File: config.mk
export PLATFORM = sky130hd
export DESIGN_NAME = uart_boot_loader
export DESIGN_NICKNAME = d
export VERILOG_FILES = /design/src/rtl/uart_boot_loader.sv
export SDC_FILE = /design/constraint.sdc
export NUM_CORES = 1
export LEC_CHECK = 0
export BUFFER_PORTS_ARGS = -buffer_cell sky130_fd_sc_hd__buf_2
export CORE_ASPECT_RATIO = 0.6
export CORE_UTILIZATION = 45
export DETAILED_ROUTE_END_ITERATION = 16
export MAX_ROUTING_LAYER = met4
export PLACE_DENSITY_LB_ADDON = 0.08
export SKIP_LAST_GASP = 1
export SLEW_MARGIN = 25
export SYNTH_ARGS = -nofsm -noshare
export SYNTH_HDL_FRONTEND = slang
export SYNTH_SLANG_ARGS = --single-unit
File: constraint.sdc
create_clock -name clk -period 2.4 [get_ports clk]
set_clock_uncertainty 0.1 [all_clocks]
set_input_delay 0.6 -clock clk [delete_from_list [all_inputs] [get_ports clk]]
set_output_delay 0.6 -clock clk [all_outputs]
set_load 0.1 [all_outputs]
File: src/rtl/uart_boot_loader.sv
// UART boot loader: deserialises 8N1 bytes from uart_rx and writes a framed,
// checksummed program image into the 16-bit program BSRAM, holding boot_mode until it is valid.
//
// state     | meaning
// ----------+--------------------------------------------------------------
// F_IDLE    | waiting for the 0xA5 sync byte, everything else ignored
// F_LEN_HI  | expecting high byte of the word count
// F_LEN_LO  | expecting low byte of the word count, range-checked here
// F_DATA_HI | expecting high byte of the next word
// F_DATA_LO | expecting low byte; the word is written on the following clock
// F_CHK     | expecting the checksum byte
// F_DONE    | image valid, CPU released; terminal until rst
// F_ERROR   | load failed; a new 0xA5 restarts the frame
module uart_boot_loader #(
    parameter int CLK_FREQ     = 27000000,
    parameter int BAUD         = 115200,
    parameter int ADDR_WIDTH   = 11,
    parameter int MAX_WORDS    = 2048,
    parameter int TIMEOUT_CLKS = 2700000
) (
    input  logic                  clk,
    input  logic                  rst,
    input  logic                  uart_rx,
    output logic                  mem_ce,
    output logic                  mem_wre,
    output logic [ADDR_WIDTH-1:0] mem_addr,
    output logic [15:0]           mem_din,
    output logic                  boot_mode,
    output logic                  boot_done,
    output logic                  boot_error,
    output logic [ADDR_WIDTH:0]   words_loaded
);

    localparam int CLKS_PER_BIT = CLK_FREQ / BAUD;
    localparam int BT_W = $clog2(CLKS_PER_BIT + 1);
    localparam int TO_W = $clog2(TIMEOUT_CLKS + 1);
    localparam logic [BT_W-1:0] BIT_RELOAD  = BT_W'(CLKS_PER_BIT - 1);
    localparam logic [BT_W-1:0] HALF_RELOAD = BT_W'(CLKS_PER_BIT / 2 - 1);
    localparam logic [TO_W-1:0] TO_RELOAD   = TO_W'(TIMEOUT_CLKS - 1);
    localparam logic [15:0]     MAX_LEN     = 16'(MAX_WORDS);

    typedef enum logic [1:0] {RX_IDLE, RX_START, RX_DATA, RX_STOP} rx_state_t;
    typedef enum logic [2:0] {
        F_IDLE, F_LEN_HI, F_LEN_LO, F_DATA_HI, F_DATA_LO, F_CHK, F_DONE, F_ERROR
    } f_state_t;

    rx_state_t       rx_state;
    logic            rx_meta;
    logic            rx_s;
    logic [BT_W-1:0] bit_timer;
    logic [2:0]      bit_idx;
    logic [7:0]      rx_shift;
    logic            byte_valid;
    logic            frame_err;

    always_ff @(posedge clk) begin
        if (rst) begin
            rx_meta    <= 1'b1;
            rx_s       <= 1'b1;
            rx_state   <= RX_IDLE;
            bit_timer  <= '0;
            bit_idx    <= '0;
            rx_shift   <= '0;
            byte_valid <= 1'b0;
            frame_err  <= 1'b0;
        end else begin
            rx_meta    <= uart_rx;
            rx_s       <= rx_meta;
            byte_valid <= 1'b0;
            frame_err  <= 1'b0;
            case (rx_state)
                RX_IDLE: begin
                    if (!rx_s) begin
                        rx_state  <= RX_START;
                        bit_timer <= HALF_RELOAD;
                    end
                end
                RX_START: begin
                    if (bit_timer != '0) begin
                        bit_timer <= bit_timer - 1'b1;
                    end else if (!rx_s) begin
                        rx_state  <= RX_DATA;
                        bit_timer <= BIT_RELOAD;
                        bit_idx   <= '0;
                    end else begin
                        rx_state <= RX_IDLE;
                    end
                end
                RX_DATA: begin
                    if (bit_timer != '0) begin
                        bit_timer <= bit_timer - 1'b1;
                    end else begin
                        rx_shift  <= {rx_s, rx_shift[7:1]};
                        bit_timer <= BIT_RELOAD;
                        if (bit_idx == 3'd7) begin
                            rx_state <= RX_STOP;
                        end else begin
                            bit_idx <= bit_idx + 1'b1;
                        end
                    end
                end
                RX_STOP: begin
                    if (bit_timer != '0) begin
                        bit_timer <= bit_timer - 1'b1;
                    end else begin
                        if (rx_s) begin
                            byte_valid <= 1'b1;
                        end else begin
                            frame_err <= 1'b1;
                        end
                        rx_state <= RX_IDLE;
                    end
                end
                default: rx_state <= RX_IDLE;
            endcase
        end
    end

    f_state_t          f_state;
    logic [7:0]        len_hi;
    logic [ADDR_WIDTH:0] len_words;
    logic [7:0]        data_hi;
    logic [7:0]        chk_acc;
    logic [TO_W-1:0]   to_timer;
    logic              frame_active;
    logic [15:0]       len_full;
    logic [ADDR_WIDTH:0] wl_next;

    assign frame_active = (f_state == F_LEN_HI) || (f_state == F_LEN_LO) ||
                          (f_state == F_DATA_HI) || (f_state == F_DATA_LO) ||
                          (f_state == F_CHK);
    assign len_full = {len_hi, rx_shift};
    assign wl_next  = words_loaded + 1'b1;

    always_ff @(posedge clk) begin
        if (rst) begin
            f_state      <= F_IDLE;
            len_hi       <= '0;
            len_words    <= '0;
            data_hi      <= '0;
            chk_acc      <= '0;
            to_timer     <= TO_RELOAD;
            mem_ce       <= 1'b0;
            mem_wre      <= 1'b0;
            mem_addr     <= '0;
            mem_din      <= '0;
            boot_mode    <= 1'b1;
            boot_done    <= 1'b0;
            boot_error   <= 1'b0;
            words_loaded <= '0;
        end else begin
            mem_ce  <= 1'b0;
            mem_wre <= 1'b0;
            if (byte_valid) begin
                to_timer <= TO_RELOAD;
            end else if (frame_active && to_timer != '0) begin
                to_timer <= to_timer - 1'b1;
            end

            if (frame_active && frame_err) begin
                f_state    <= F_ERROR;
                boot_error <= 1'b1;
            end else if (frame_active && !byte_valid && to_timer == '0) begin
                f_state    <= F_ERROR;
                boot_error <= 1'b1;
            end else if (byte_valid) begin
                case (f_state)
                    F_IDLE, F_ERROR: begin
                        if (rx_shift == 8'hA5) begin
                            f_state      <= F_LEN_HI;
                            words_loaded <= '0;
                            chk_acc      <= '0;
                            boot_error   <= 1'b0;
                        end
                    end
                    F_LEN_HI: begin
                        len_hi  <= rx_shift;
                        chk_acc <= chk_acc + rx_shift;
                        f_state <= F_LEN_LO;
                    end
                    F_LEN_LO: begin
                        chk_acc   <= chk_acc + rx_shift;
                        len_words <= len_full[ADDR_WIDTH:0];
                        if (len_full > MAX_LEN) begin
                            f_state    <= F_ERROR;
                            boot_error <= 1'b1;
                        end else if (len_full == 16'd0) begin
                            f_state <= F_CHK;
                        end else begin
                            f_state <= F_DATA_HI;
                        end
                    end
                    F_DATA_HI: begin
                        data_hi <= rx_shift;
                        chk_acc <= chk_acc + rx_shift;
                        f_state <= F_DATA_LO;
                    end
                    F_DATA_LO: begin
                        // The write strobe lands on the clock after the low byte arrives.
                        chk_acc      <= chk_acc + rx_shift;
                        mem_ce       <= 1'b1;
                        mem_wre      <= 1'b1;
                        mem_addr     <= words_loaded[ADDR_WIDTH-1:0];
                        mem_din      <= {data_hi, rx_shift};
                        words_loaded <= wl_next;
                        f_state      <= (wl_next == len_words) ? F_CHK : F_DATA_HI;
                    end
                    F_CHK: begin
                        if (rx_shift == chk_acc) begin
                            f_state   <= F_DONE;
                            boot_mode <= 1'b0;
                            boot_done <= 1'b1;
                        end else begin
                            f_state    <= F_ERROR;
                            boot_error <= 1'b1;
                        end
                    end
                    default: ;
                endcase
            end
        end
    end

endmodule

# Word level (Yosys, flattened, before mapping)
# Cells that the tools add are included.
word_totals:
  regBits: 129
  output_inout_bits: 44
classes:
  n_addsub: 5
  bitwise: 5
  reduce_logical: 39
  n_lt_le_gt_ge: 1
  n_eq_ne: 26
  mux: 41
ops:
  columns: ["cell", "n"]
  rows:
  - ["$mux 8", 6]
  - ["$mux 3", 11]
  - ["$pmux 8 s4", 1]
  - ["$reduce_and 5->1", 6]
  - ["$pmux 12 s2", 1]
  - ["$logic_not 22->1", 1]
  - ["$reduce_bool 22->1", 1]
  - ["$sub 22x1->22 const B", 1]
  - ["$ne 2x2->1 const B", 9]
  - ["$pmux 3 s6", 1]
  - ["$gt 16x12->1 const B", 1]
  - ["$logic_not 16->1", 1]
  - ["$pmux 8 s2", 1]
  - ["$reduce_and 4->1", 4]
  - ["$reduce_bool 8->1", 2]
  - ["$add 12x1->12 const B", 1]
  - ["$eq 12x12->1", 1]
  - ["$eq 3x3->1 const B", 4]
  - ["$mux 12", 1]
  - ["$mux 2", 6]
  - ["$mux 1", 10]
  - ["$add 8x8->8", 1]
  - ["$eq 8x8->1", 1]
  - ["$eq 8x8->1 const B", 1]
  - ["26 further kinds", 44]

# Depth between registers and ports, before layout
# Gate-level depths: netlist of the first run.
depth:
  depth_word: 9
  mapped_depth: 9
  ltp_nobuf: 9

# Least setup slack after synthesis of the first run
# Ideal clock, no wire load.
synth_timing:
  path_kind: "register to register"
  startpoint: "reg words_loaded[5]"
  endpoint: "reg f_state[1]"
  synth_period_minus_slack_ps: 3162
  slack_ps: -762
  arrival_time_ps: 2947
  path_stages_with_launch: 8
  n_path_buf: 1
  required_ps: 2185
  cell_sequence: "dfxtp_1 > buf_2 > nand3_1 > or4_1 > a21o_1 > a31o_2 > a311o_1 > a2111oi_0"
synth_between:
  elab_chain_len: 7
synth_lines:
  columns: ["item", "line", "text"]
  rows:
  - ["start: declaration", "31", "output logic [ADDR_WIDTH:0] words_loaded"]
  - ["start signal: assignment", "205", "words_loaded <= wl_next;"]
  - ["$add 12x1->12", "133", "assign wl_next = words_loaded + 1'b1;"]
  - ["$eq 12x12->1", "206", "f_state <= (wl_next == len_words) ? F_CHK : F_DATA_HI;"]
  - ["$mux 3", "206", null]
  - ["$pmux 3 s6", "167", "case (f_state)"]
  - ["$mux 3", "166", "end else if (byte_valid) begin"]
  - ["$mux 3", "163", "end else if (frame_active && !byte_valid && to_timer == '0) begin"]
  - ["$mux 3", "160", "if (frame_active && frame_err) begin"]
  - ["end signal: assignment", "206", null]
  - ["end: declaration", "119", "f_state_t f_state;"]
# Every way passes these cells. The select of a mux whose other input is x is not followed.
# A chain may end at the register's enable or synchronous reset.

# Final worst setup path of the first run
layout_timing:
  startpoint: "reg to_timer[8]"
  endpoint: "reg words_loaded[5]"
layout_between:
  elab_chain_len: 4
layout_lines:
  columns: ["item", "line", "text"]
  rows:
  - ["start: declaration", "124", "logic [TO_W-1:0] to_timer;"]
  - ["start signal: assignment", "157", "to_timer <= to_timer - 1'b1;"]
  - ["$logic_not 22->1", "163", null]
  - ["$logic_and 1x1->1", "163", null]
  - ["$not 1->1 (no source line)", null, null]
  - ["$reduce_and 5->1 (no source line)", null, null]
# Every way passes these cells.

==> results_dict.tcl, run 1 <==
set metrics [dict create \
    status "completed" \
    route.vias.total 5714 \
    final.fill_count 1171 \
    synth.area.top_cells "dfxtp_1 (42%), nand2_1 (6.9%), a21oi_1 (5.7%)" \
    clkSinkCount 129 \
    fin_crit_sh 0.991 \
    fin_total_pwr_mw 5.25 \
    synth_compound_area_frac 0.173 \
    drv_slew 0 \
    cts_root_buf "clkbuf_16" \
    tightest_slew_ns 0.619 \
    drc 0 \
    hp-start "uart_rx" \
    hold_path_class "in -> reg" \
    die_x_um 154 \
    layout.nets 854 \
    die_h_um 93.1 \
    rsz0062_at_grt "true" \
    relSlewSlack 0.586 \
    cts_tree "built" \
    synthCells 759 \
    r2r-start "to_timer[8]" \
    ys_async_sr_fraction 0 \
    critPathArrivalTime_ns 2.58 \
    wl_um 15900 \
    synth_seq_cells 129 \
    syn_nets 782 \
    avgSynthCellArea_sq_um 8.20 \
    boundaryPins 47 \
    antenna_left 0 \
    grt_max_degree 104 \
    grt_pass1_vias 5317 \
    finalHoldViolCount 0 \
    reg2reg_depth 7 \
    synth_edf_count 0 \
    place_area_sq_um 6910 \
    period_needed_ns 2.38 \
    layout-drive-gt1-share 0.203 \
    hold_depth 2 \
    grt_pass1_wl_um 26000 \
    leakage_nw 2.94 \
    crit_required_ns 2.60 \
    critPathLaunchType "flip-flop" \
    routedWlPerCell_um 15.7 \
    path_clk_slew_ns 0.06 \
    cp_max_fo 6 \
    ir_drop_uv 415 \
    synth-simple-area-share 0.245 \
    powerDensity_nw_per_um2 688 \
    maxCapViolCount 0 \
    r2r_slack_ns 0.02 \
    r2r-end "words_loaded[5]" \
    antenna_found_initial 0 \
    postLayoutCoreUtil 0.579 \
    antenna_cells 0 \
    cts_htree_levels 4 \
    whs_ns 0.271 \
    hpwl_um 11100 \
    gp_congestion 0.886 \
    hold_end "rx_meta" \
    synthMuxAreaShare 0.0338 \
    core_sq_um 13200 \
    area_growth_pct 22.6 \
    final_cell_area_sq_um 7630 \
    yosysTopAreaCellShare 0.415 \
    track_usage 0.235 \
    worst_setup_path_end_kind "flip-flop" \
    max_freq_mhz 420 \
    clk_latency_ns 0.42 \
    syn_area_sq_um 6220 \
    grt_overflow 0 \
    synth_most_common_cell "dfxtp_1" \
    yosysUniqueCellTypes 66 \
    rows 32 \
    cts-buffers-inserted 17 \
    synth_area_leader_cell "dfxtp_1" \
    synthAdderAreaFrac 0.0414 \
    worstSetupPathType "reg -> reg" \
    finalSetupViolCount 0 \
    seq_area_frac_synth 0.415 \
    synth_top_family_by_area "simple AND/OR/NAND/NOR gates" \
    first_pass_iters 5 \
    via_per_inst 5.64 \
    clockBufferDepth 2 \
    synth_commonest_cells "dfxtp_1 (129), nand2_1 (115), nor2_1 (74)" \
    yosys_warnings 0 \
    drtIter0Drc 579 \
    ys.flop_type "dfxtp_1" \
    start_util 0.472 \
    synth_xor_area_frac 0.0479 \
    io_buffers 46 \
    dieArea_sq_um 14300 \
    finalSetupTns_ns 0 \
]
## worst max path at each step
stage / endpoint / from / cells past startpoint
floorplan: f_state[1] / words_loaded[7] / 7
finish: words_loaded[5] / to_timer[8] / 7
global placement: chk_acc[2] / to_timer[7] / 6
detailed placement: chk_acc[2] / to_timer[7] / 6
global route: words_loaded[5] / to_timer[8] / 7
CTS: words_loaded[5] / to_timer[7] / 7
## state kept, by name (all words and copies together), names as in the netlist, 11 cells and up, named ones only
signal        count
to_timer         22
mem_din          16
len_words        12
words_loaded     12
mem_addr         11
## power breakdown
part	leakage (nW)	switching (mW)	internal, mW
Clock	0.299	1.02	1.68
Sequential	1.05	0.0301	2.15
Combinational	1.59	0.238	0.138
## stage by stage
step                      instances  worst slack [ns]
after global routing           1014           -0.0598
after global placement          978           -0.0301
after CTS                      1011           -0.0216
after floorplan                 759           -0.0211
final                          1014            0.0209
after detailed placement        978           -0.0311
## area by class of cell
cell class | instances | area [sq um] | area share
flip-flops and latches | 129 | 2620 | 0.343
repair buffers | 100 | 667 | 0.0874
well taps | 170 | 213 | 0.0279
clock buffers | 18 | 439 | 0.0576
clock inverters | 14 | 175 | 0.0230
multi-input cells | 565 | 3450 | 0.452
inverters | 18 | 67.6 | 0.00886
## cells in the final DEF, fill, tap and decap left out, drive strengths merged, types with 4 or more instances in the layout
master  netlist  layout
a211oi        6       6
a21o          5       5
a21oi        71      71
a22o          7       7
a22oi         5       5
a311oi        6       6
a31oi         8       8
and3          7       7
buf          10      99
clkbuf       37      19
clkinv        0       4
dfxtp       129     129
ha           19      19
inv          18      23
mux2i        21      21
nand2       115     115
nand2b        4       4
nand3        30      30
nand4         6       6
nor2         74      74
nor2b         6       6
nor3         26      26
nor3b         5       5
nor4         12      12
o211ai        4       4
o21ai        24      24
or2           7       7
or3          12      12
or4           6       6
xnor2        28      28
xor2          6       6
## per-layer routing
layer	wire length (um)	track usage	vias to the layer above
li1	-	-	2830
met1	7900	0.323	2682
met2	6790	0.345	181
met3	1030	0.0482	21
met4	151	0.0775	0
met5	0	-	-
## logic make-up (layout without fill, tap and decap cells)
logic type,after synthesis,after routing
AO/OA/AOI/OAI,167,167
AND/OR/NAND/NOR,323,323
multiplexers,21,21
flip-flops,129,129
XOR/XNOR,34,34
adder cells (fa/ha/maj),20,20
buffers and inverters,65,150
## worst max-delay path: stages (launching register included)
cell	delay [ns]
dfxtp_1	0.31
or4_4	0.52
or4_4	0.55
o21bai_4	0.21
a211oi_4	0.10
buf_6	0.17
a211o_1	0.25
o41ai_1	0.06
## timing repair
item / 4_1_cts / 5_1_grt
gates resized for setup: 2 / 16
setup endpoints to repair: 12 / 32
endpoints found under the hold margin: 0 / 0
cloned: 0 / 1
setup buffers: 1 / 2
hold buffers: 0 / 0
pin swaps: 1 / 2
Note: power is estimated with default switching activity, not from simulation.
==> run 2, diff against run 1 <==
- RECOVER_POWER: unset -> 25
==> run 2 against run 1 <==
  * Die area did not move
  * First-iteration DRC count fell by 6.2%
  * Combinational power hardly changed
  * Largest cell class unchanged
  * Clock power is essentially flat
  * Hold slack about the same
  * Highest routed layer unchanged
  * Critical path type unchanged
  * Setup slack better by 0.0011 ns
  * Maximum frequency about the same
  * Power about the same
  * Design area fell by 0.26%
  * Sequential power is essentially flat
  * Routed wire length is 0.23% lower
==> results_dict.tcl, run 2 (synthesis gave the netlist of run 1 again) <==
set metrics [dict create \
    status "completed" \
    leakage_nw 2.92 \
    gp_congestion 0.886 \
    rows 32 \
    io_buffers 46 \
    final_cell_area_sq_um 7610 \
    drc 0 \
    drv_slew 0 \
    antenna_left 0 \
    cts_htree_levels 4 \
    antenna_cells 0 \
    finalHoldViolCount 0 \
    top_register "to_timer" \
    grt_pass1_vias 5317 \
    die_x_um 154 \
    via_per_inst 5.61 \
    cts_tree "built" \
    boundaryPins 47 \
    path_clk_slew_ns 0.06 \
    grt_max_degree 104 \
    relSlewSlack 0.590 \
    final_common_cell "dfxtp_1" \
    use_met1 0.323 \
    place_area_sq_um 6910 \
    ir_drop_uv 413 \
    area_growth_pct 22.3 \
    worstSetupPathType "reg -> reg" \
    clkSinkCount 129 \
    drtIter0Drc 543 \
    max_freq_mhz 421 \
    critPathLaunchType "flip-flop" \
    clockBufferDepth 2 \
    whs_ns 0.271 \
    grt_util_met3 0.0482 \
    rsz0062_at_grt "true" \
    use_met2 0.345 \
    grt_pass1_wl_um 26000 \
    period_needed_ns 2.38 \
    dieArea_sq_um 14300 \
    final.fill_count 1172 \
    core_sq_um 13200 \
    crit_required_ns 2.60 \
    track_usage 0.235 \
    cts_root_buf "clkbuf_16" \
    top_regs "to_timer (22), mem_din (16)" \
    finalSetupTns_ns 0 \
    cp_max_fo 6 \
    final_cell_mix "dfxtp_1 (119), nand2_1 (112), nor2_1 (74)" \
    routedWlPerCell_um 15.6 \
    wl_um 15800 \
    grt_overflow 0 \
    finalSetupViolCount 0 \
    busiest_layer "met2" \
    hpwl_um 11100 \
    first_pass_iters 6 \
    maxCapViolCount 0 \
    stdcell_count 1014 \
    layout-drive-gt1-share 0.198 \
    cts-buffers-inserted 17 \
    hold_path_class "in -> reg" \
    place_inst 978 \
    powerDensity_nw_per_um2 690 \
    critPathArrivalTime_ns 2.58 \
    start_util 0.472 \
    layout.nets 854 \
    die_h_um 93.1 \
    r2r_slack_ns 0.02 \
    largest_reg_flops 22 \
    tightest_slew_ns 0.613 \
    route.vias.total 5688 \
    antenna_found_initial 0 \
    worst_setup_path_end_kind "flip-flop" \
    clk_latency_ns 0.41 \
    fin_crit_sh 0.991 \
]
-- run 2: layer usage --
layer	routed length (um)	part of all wire
met4	132	0.0083
met2	6790	0.43
met3	845	0.053
met1	8080	0.51
met5	0	0
-- run 2: layout make-up --
class | count | area (sq um) | share of cell area
multi-input combinational | 565 | 3450 | 0.453
sequential | 129 | 2620 | 0.344
timing repair buffer | 100 | 647 | 0.0850
clock buffer | 18 | 439 | 0.0577
clock inverter | 14 | 175 | 0.0230
tap | 170 | 213 | 0.0280
inverter | 18 | 67.6 | 0.00888
-- run 2: worst paths after layout --
| check | startpoint | cells past startpoint | end |
|---|---|---|---|
| min reg2reg | rx_meta | 1 | rx_s |
| max reg2reg | to_timer[8] | 7 | words_loaded[5] |
| max | to_timer[8] | 7 | words_loaded[5] |
| min | uart_rx | 2 | rx_meta |
-- run 2: per-stage QoR --
stage | power (mW) | util | setup WS, ns
after floorplan | 2.49 | - | -0.0211
after global placement | 2.58 | 0.524 | -0.0301
after detailed placement | 2.60 | 0.524 | -0.0311
after CTS | 5.29 | 0.573 | -0.0216
after global routing | 5.44 | 0.578 | -0.0598
final | 5.25 | 0.578 | 0.0220
-- run 2: power by group --
part / switching (mW) / leakage (nW) / internal (mW)
logic: 0.238 / 1.57 / 0.137
registers: 0.0298 / 1.05 / 2.15
clock network: 1.02 / 0.299 / 1.68
-- run 2: timing repair --
item,CTS,global route
resized for setup,2,16
setup endpoints to repair,12,32
cloned,0,1
hold buffers,0,0
setup buffers,1,2
pin swaps,1,2
-- run 2: critical path: stages, from the launching register on --
cell,delay [ns]
dfxtp_1,0.31
or4_4,0.52
or4_4,0.55
o21bai_4,0.21
a211oi_4,0.10
buf_6,0.17
a211o_1,0.25
o41ai_1,0.06
